### src/rtl/motor_cmd_gen.sv
// Button-to-motor command generator: synchronizes and debounces three push-buttons and
// drives mutually exclusive forward/reverse levels with an enforced all-off dead-time.
module motor_cmd_gen #(
  parameter int DEBOUNCE_CYCLES = 16,
  parameter int DEADTIME_CYCLES = 8,
  parameter int CNT_W           = 8
) (
  input  logic       clk,
  input  logic       rst,
  input  logic       btn_fwd,
  input  logic       btn_rev,
  input  logic       btn_stop,
  output logic       motor1,
  output logic       motor2,
  output logic       busy,
  output logic [1:0] state
);

  localparam logic [1:0] ST_IDLE = 2'b00;
  localparam logic [1:0] ST_FWD  = 2'b01;
  localparam logic [1:0] ST_REV  = 2'b10;
  localparam logic [1:0] ST_DEAD = 2'b11;

  localparam logic [CNT_W-1:0] DB_LAST = CNT_W'(DEBOUNCE_CYCLES - 1);
  localparam logic [CNT_W-1:0] DT_LAST = CNT_W'(DEADTIME_CYCLES - 1);

  // Button lanes: bit 0 = fwd, bit 1 = rev, bit 2 = stop.
  logic [2:0]            btn_raw;
  logic [2:0]            sync1_q, sync1_d;
  logic [2:0]            sync2_q, sync2_d;
  logic [2:0]            db_q, db_d;
  logic [2:0]            db_prev_q, db_prev_d;
  logic [2:0][CNT_W-1:0] db_cnt_q, db_cnt_d;

  logic [1:0]       state_q, state_d;
  logic [1:0]       tgt_q, tgt_d;
  logic [CNT_W-1:0] dt_cnt_q, dt_cnt_d;
  logic             motor1_q, motor1_d;
  logic             motor2_q, motor2_d;
  logic             busy_q, busy_d;

  logic [2:0] req;
  logic       fwd_req, rev_req, stop_req;

  assign btn_raw = {btn_stop, btn_rev, btn_fwd};

  // Debounced level rises on the DEBOUNCE_CYCLES-th consecutive high sample, falls on any low one.
  always_comb begin
    sync1_d   = btn_raw;
    sync2_d   = sync1_q;
    db_prev_d = db_q;
    for (int i = 0; i < 3; i++) begin
      db_d[i]     = 1'b0;
      db_cnt_d[i] = '0;
      if (sync2_q[i]) begin
        db_d[i]     = db_q[i] | (db_cnt_q[i] == DB_LAST);
        db_cnt_d[i] = (db_cnt_q[i] == DB_LAST) ? db_cnt_q[i] : db_cnt_q[i] + 1'b1;
      end
    end
  end

  assign req      = db_q & ~db_prev_q;
  assign stop_req = req[2];
  assign fwd_req  = req[0] & ~req[2];
  assign rev_req  = req[1] & ~req[2] & ~req[0];

  always_comb begin
    state_d  = state_q;
    tgt_d    = tgt_q;
    dt_cnt_d = dt_cnt_q;
    case (state_q)
      ST_IDLE: begin
        if (fwd_req)      state_d = ST_FWD;
        else if (rev_req) state_d = ST_REV;
      end
      ST_FWD: begin
        if (stop_req) begin
          state_d  = ST_DEAD;
          tgt_d    = ST_IDLE;
          dt_cnt_d = DT_LAST;
        end else if (rev_req) begin
          state_d  = ST_DEAD;
          tgt_d    = ST_REV;
          dt_cnt_d = DT_LAST;
        end
      end
      ST_REV: begin
        if (stop_req) begin
          state_d  = ST_DEAD;
          tgt_d    = ST_IDLE;
          dt_cnt_d = DT_LAST;
        end else if (fwd_req) begin
          state_d  = ST_DEAD;
          tgt_d    = ST_FWD;
          dt_cnt_d = DT_LAST;
        end
      end
      default: begin
        // Late requests retarget the exit but never extend the dead-time.
        if (stop_req)     tgt_d = ST_IDLE;
        else if (fwd_req) tgt_d = ST_FWD;
        else if (rev_req) tgt_d = ST_REV;
        if (dt_cnt_q == '0) state_d  = tgt_d;
        else                dt_cnt_d = dt_cnt_q - 1'b1;
      end
    endcase
    motor1_d = (state_d == ST_FWD);
    motor2_d = (state_d == ST_REV);
    busy_d   = (state_d == ST_DEAD);
  end

  always_ff @(posedge clk) begin
    if (rst) begin
      sync1_q   <= '0;
      sync2_q   <= '0;
      db_q      <= '0;
      db_prev_q <= '0;
      db_cnt_q  <= '0;
      state_q   <= ST_IDLE;
      tgt_q     <= ST_IDLE;
      dt_cnt_q  <= '0;
      motor1_q  <= 1'b0;
      motor2_q  <= 1'b0;
      busy_q    <= 1'b0;
    end else begin
      sync1_q   <= sync1_d;
      sync2_q   <= sync2_d;
      db_q      <= db_d;
      db_prev_q <= db_prev_d;
      db_cnt_q  <= db_cnt_d;
      state_q   <= state_d;
      tgt_q     <= tgt_d;
      dt_cnt_q  <= dt_cnt_d;
      motor1_q  <= motor1_d;
      motor2_q  <= motor2_d;
      busy_q    <= busy_d;
    end
  end

  assign motor1 = motor1_q;
  assign motor2 = motor2_q;
  assign busy   = busy_q;
  assign state  = state_q;

endmodule

### config.mk
export PLATFORM = sky130hd
export DESIGN_NAME = motor_cmd_gen
export DESIGN_NICKNAME = d
export VERILOG_FILES = /design/src/rtl/motor_cmd_gen.sv
export SDC_FILE = /design/constraint.sdc
export NUM_CORES = 1
export LEC_CHECK = 0
export ABC_AREA = 1
export CORE_UTILIZATION = 30
export CTS_CLUSTER_DIAMETER = 150
export CTS_CLUSTER_SIZE = 12
export DETAILED_ROUTE_END_ITERATION = 7
export DONT_BUFFER_PORTS = 1
export GPL_ROUTABILITY_DRIVEN = 0
export SYNTH_ARGS = -nofsm -noshare
export SYNTH_HDL_FRONTEND = slang
export SYNTH_SLANG_ARGS = --single-unit
### constraint.sdc
create_clock -name clk -period 1.6 [get_ports clk]
set_clock_uncertainty 0.05 [all_clocks]
set_input_delay 0.16 -clock clk [delete_from_list [all_inputs] [get_ports clk]]
set_output_delay 0.16 -clock clk [all_outputs]
set_load 0.03 [all_outputs]
=== After elaboration in Yosys (flattened, before gate mapping) ===
Cells that the tools add are included.

* Bits in registers: 51
* Bits of input ports: 5
* Output and inout port bits: 5
* Word-level logic and storage cells: 72

* Add/sub/neg operators: 4
* Equality and inequality tests: 11
* Multiplexer cells: 21
* Bitwise logic cells: 14
* Reductions and logical operators: 7

{| class="wikitable"
|+ Operators with widths
! cell !! count
|-
| two-way mux 8 bit || 5
|-
| two-way mux 2 bit || 13
|-
| adder 8 x 1 -> 8 bit (second input constant) || 3
|-
| == test 8 x 4 -> 1 bit (second input constant) || 3
|-
| case mux 8 bit (3 select lines) || 1
|-
| case mux 2 bit (3 select lines) || 2
|-
| logical NOT 8 bit || 1
|-
| subtractor 8 x 1 -> 8 bit (second input constant) || 1
|-
| == test 2 bit (second input constant) || 3
|-
| != test 3 bit (second input constant) || 2
|-
| NOT 1 bit || 6
|-
| OR reduction 2 bit || 3
|-
| == test 2 x 1 -> 1 bit (second input constant) || 2
|-
| AND reduction 4 bit || 1
|-
| bitwise AND 1 bit || 3
|-
| bitwise AND 3 bit || 1
|-
| != test 3 x 1 -> 1 bit (second input constant) || 1
|-
| NOT 3 bit || 1
|-
| OR 1 bit || 3
|-
| logical NOT 2 bit || 1
|-
| AND reduction 2 bit || 1
|}

=== Logic depth before layout (Yosys ltp) ===
* Depth in word-level cells: 11
* Gate-level depth with buffers: 11
* Depth with buffers taken out: 11

=== Least setup slack after synthesis ===
OpenSTA, ideal clock, no wires.

* Kind: flip-flop to flip-flop
* From: register state_q[0], in the netlist state[0]
* To: register tgt_q[1]
* Library setup time: 127 ps
* Arrival time: 1,566 ps
* Required time: 1,423 ps
* Setup slack: -143 ps
* Stages on the path, launching flop included: 10
* Path buffers: 1
* Clock period less this slack: 1,743 ps
* Cell sequence: dfxtp_1 > inv_1 > ha_1 > buf_2 > inv_1 > nor2_1 > nand2_1 > o21ai_0 > o21ai_1 > a21oi_1

* Longest elaborated chain between the ends: 3
* Elaborated cells between the ends (all ways): 7
* Those cells by class: eq/ne: 3; mux: 1; bitwise: 1; reduce/logical: 2

{| class="wikitable"
|+ Ends and longest elaborated chain
! what !! line !! text
|-
| start: declaration || 35 || <nowiki>logic [1:0] state_q, state_d;</nowiki>
|-
| start signal: assignment || 131 || <nowiki>state_q <= state_d;</nowiki>
|-
| == test 2 bit or logical NOT 2 bit (tied branches) || 71 || <nowiki>case (state_q)</nowiki>
|-
| != test 3 bit (no source line) or NOT 1 bit (tied branches) || - ||
|-
| AND reduction 2 bit (no source line) || - ||
|-
| end signal: assignment || 132 || <nowiki>tgt_q <= tgt_d;</nowiki>
|-
| end: declaration || 36 || <nowiki>logic [1:0] tgt_q, tgt_d;</nowiki>
|}

Parallel ways exist; a longest one is shown, timed or not.
A chain may end at the register's enable or synchronous reset.

=== Final worst setup path ===
* From: register state_q[0], in the netlist state[0]
* To: register dt_cnt_q[6]

* Longest elaborated chain between the ends: 3
* Elaborated cells between the ends (all ways): 9
* Those cells by class: eq/ne: 5; mux: 1; bitwise: 1; reduce/logical: 2

{| class="wikitable"
|+ Ends and longest elaborated chain
! what !! line !! text
|-
| == test 2 bit, or another cell as far along || 71 ||
|-
| != test 3 x 1 -> 1 bit (no source line), or another cell as far along || - ||
|-
| AND reduction 4 bit (no source line) || - ||
|-
| end signal: assignment || 133 || <nowiki>dt_cnt_q <= dt_cnt_d;</nowiki>
|-
| end: declaration || 37 || <nowiki>logic [CNT_W-1:0] dt_cnt_q, dt_cnt_d;</nowiki>
|}

Parallel ways exist; a longest one is shown, timed or not.

==> results.sh <==
export IMPL_rows=32
export IMPL_die_y_um=91.46
export IMPL_worst_pin_slew_ns=0.6702
export IMPL_synth_most_common_cell="nand2_1"
export IMPL_finalInstanceArea_um2=2703
export IMPL_synth_edff_count=0
export IMPL_slew_viol_final=0
export IMPL_setup_tns_ns=0
export IMPL_synth_top_area_share_pct=42.52
export IMPL_postCtsSetupRepairBufs=0
export IMPL_hold_viol_final=0
export IMPL_synth_area_top_cells="dfxtp_1 (43%), nand2_1 (8.3%), nor2_1 (8.1%)"
export IMPL_drv_cap=0
export IMPL_clock_path_buffers=2
export IMPL_dieWidth_um=91.46
export IMPL_rsz0062_at_grt="true"
export IMPL_wl_per_cell_um=9.432
export IMPL_fmax_ghz=0.6695
export IMPL_area_growth_pct=12.56
export IMPL_numCtsBuffers=5
export IMPL_crit_fanout=6
export IMPL_synth_main_ff_cell="dfxtp_1"
export IMPL_wl_mm=4.084
export IMPL_r2r_setup_slack_ns=0.11
export IMPL_crit_required_ns=1.78
export IMPL_r2r_start="state[0]"
export IMPL_path_cells="inv_1, ha_1, buf_4, nor3b_1, nand2_1, a21oi_1"
export IMPL_leakagePower_nw=1.106
export IMPL_worst_r2r_endpoint="dt_cnt_q[6]"
export IMPL_wl_met2_mm=1.854
export IMPL_cts_tree="yes"
export IMPL_gr_usage_all_layers_pct=11.07
export IMPL_power_density_nw_per_um2=758.3
export IMPL_grt_overflow=0
export IMPL_setup_viol=0
export IMPL_finalPower_mw=2.049
export IMPL_synthTopCellsByCount="nand2_1 (53), nor2_1 (52), dfxtp_1 (51)"
export IMPL_synth_cell_types=27
export IMPL_die_area_um2=8365
export IMPL_drt_met1_wl_mm=2.113
export IMPL_insertion_delay_ns=0.30
export IMPL_final_period_utilization_pct=93.36
export IMPL_syn_area_um2=2401
export IMPL_insertedDiodeCount=0
export IMPL_layout_setup_ws_ns=0.1063
export IMPL_yosysSeqAreaShare_pct=42.52
export IMPL_async_flop_share_pct=0
export IMPL_critPathSlowestCell="dfxtp_2"
export IMPL_drtIter0Drc=52
export IMPL_fin_crit_ns=1.494
export IMPL_end_kind="register"
export IMPL_io_buffer_count=0
export IMPL_nets=345
export IMPL_fp_coreArea_um2=7727
export IMPL_synth_top_area_cell="dfxtp_1"
export IMPL_nFillCells=830
export IMPL_cts_max_level=2
export IMPL_wl_met3_um=92
export IMPL_drive_gt1_share_pct=11.48
export IMPL_initial_core_util_pct=31.07
export IMPL_cts_sinks=51
export IMPL_arrival_ns=1.67
export IMPL_post_route_drc_count=0
export IMPL_synth_nets=332
export IMPL_vdd_drop_max_mv=0.3188
export IMPL_top_layer_used="met4"
export IMPL_min_path_type="input pin to register"
export IMPL_yosysWarnings=0
export IMPL_slew_limit_headroom_pct=55.17
export IMPL_ys_ff_latch=51
export IMPL_r2r_worst_path_cells=6
export IMPL_place_ws_ns=0.04413
export IMPL_clkTransAtPathRegs_ns=0.10
export IMPL_ios=10
export IMPL_synth_area_per_cell_um2=7.574
export IMPL_status="complete, no violations"
export IMPL_ctsRootBufferMaster="clkbuf_8"
export IMPL_grt_max_degree=18
export IMPL_critical_path_startpoint_type="register"
export IMPL_grt_antenna_before_repair=0
export IMPL_antenna_left=0
export IMPL_num_vias=1855
export IMPL_syn_inst=317
export IMPL_hpwlAfterDp_mm=2.987
export IMPL_multiInputGateArea_um2=1204
export IMPL_viasPerCell=4.284
export IMPL_first_pass_iters=4
export IMPL_cp_endpoint="dt_cnt_q[6]"
export IMPL_crit_type="register to register"
export IMPL_grt_pass1_wl_mm=7.686
export IMPL_placed_area_um2=2555
export IMPL_slowest_delay_ns=0.37
export IMPL_startpoint="state[0]"
export IMPL_ff_latch_area_um2=1023
export IMPL_grt_pass1_vias=1861
-- registers in the layout, summed over array words and instances, names as in the netlist --
| name | cells |
|---|---|
| motor2 | 1 |
| sync2_q | 3 |
| state | 2 |
| tgt_q | 2 |
| db_cnt_q | 24 |
| db_prev_d | 3 |
| dt_cnt_q | 8 |
| motor1 | 1 |
| db_prev_q | 3 |
| sync1_q | 3 |
| busy | 1 |
-- critical path, delay by kind of cell (launching register included) --
kind / cells / cell delay, ns
fa+ha+maj: 1 / 0.34
flops: 1 / 0.37
simple gates: 2 / 0.28
buf+inv: 2 / 0.27
compound gates: 1 / 0.12
-- how the worst min path moves through the flow --
| stage | cells past startpoint | startpoint | slack, ns | to |
|---|---|---|---|---|
| 3_5_place_dp | 1 | rst | 0.18 | dt_cnt_q[7] |
| 3_3_place_gp | 1 | rst | 0.17 | dt_cnt_q[7] |
| 4_1_cts | 3 | rst | 0.11 | state[0] |
| 6_report | 3 | rst | 0.11 | state[0] |
| 2_1_floorplan | 2 | btn_fwd | 0.22 | sync1_q[0] |
| 5_1_grt | 3 | rst | 0.14 | state[0] |
-- cell type report --
class | instances | share of cell area (%)
multi-input combinational | 215 | 44.54
sequential | 51 | 37.87
inverter | 48 | 6.667
tap | 102 | 4.722
timing repair buffer | 9 | 2.870
clock buffer | 6 | 2.685
clock inverter | 2 | 0.6481
-- per-stage QoR --
step	hold WS (ns)	utilization, %	instances
after floorplan	0.2170	-	317
after CTS	0.1124	34.75	433
after global placement	0.1747	33.06	421
after global routing	0.1429	34.97	433
after detailed placement	0.1789	33.06	421
final	0.1116	34.97	433
-- cells in the final DEF (no fill, tap or decap), drive strengths merged --
cell type / instances
a21oi: 21
a31oi: 3
buf: 5
clkbuf: 6
clkinv: 2
dfxtp: 51
dlygate4sd3: 4
ha: 10
inv: 48
nand2: 58
nand3: 20
nand4: 8
nor2: 56
nor3: 4
nor3b: 1
o21ai: 11
or2: 1
xnor2: 5
xor2: 17
-- per-layer routing --
metal / global-route usage [%] / vias to the layer above
met2: 19.42 / 19
li1: - / 1022
met1: 13.66 / 812
met5: 0 / -
met4: 3.175 / 0
met3: 2.094 / 2
-- where the power goes --
group	switching, mW	internal [mW]
clock	0.420	0.315
sequential	0.00385	1.28
combinational	0.0212	0.0124
-- cell families after synthesis --
family | count (synthesis) | share of synthesized area (%)
AO/OA/AOI/OAI | 35 | 7.765
AND/OR/NAND/NOR | 148 | 28.40
buffers and inverters | 51 | 8.077
XOR/XNOR | 22 | 8.025
flip-flops | 51 | 42.52
adder cells (fa/ha/maj) | 10 | 5.211
-- timing repair --
action	in CTS	in global routing
endpoints found under the setup margin	0	14
hold buffers	4	0
resized for setup	0	7
endpoints found under the hold margin	17	0
Note: power is estimated with default switching activity, not from simulation.
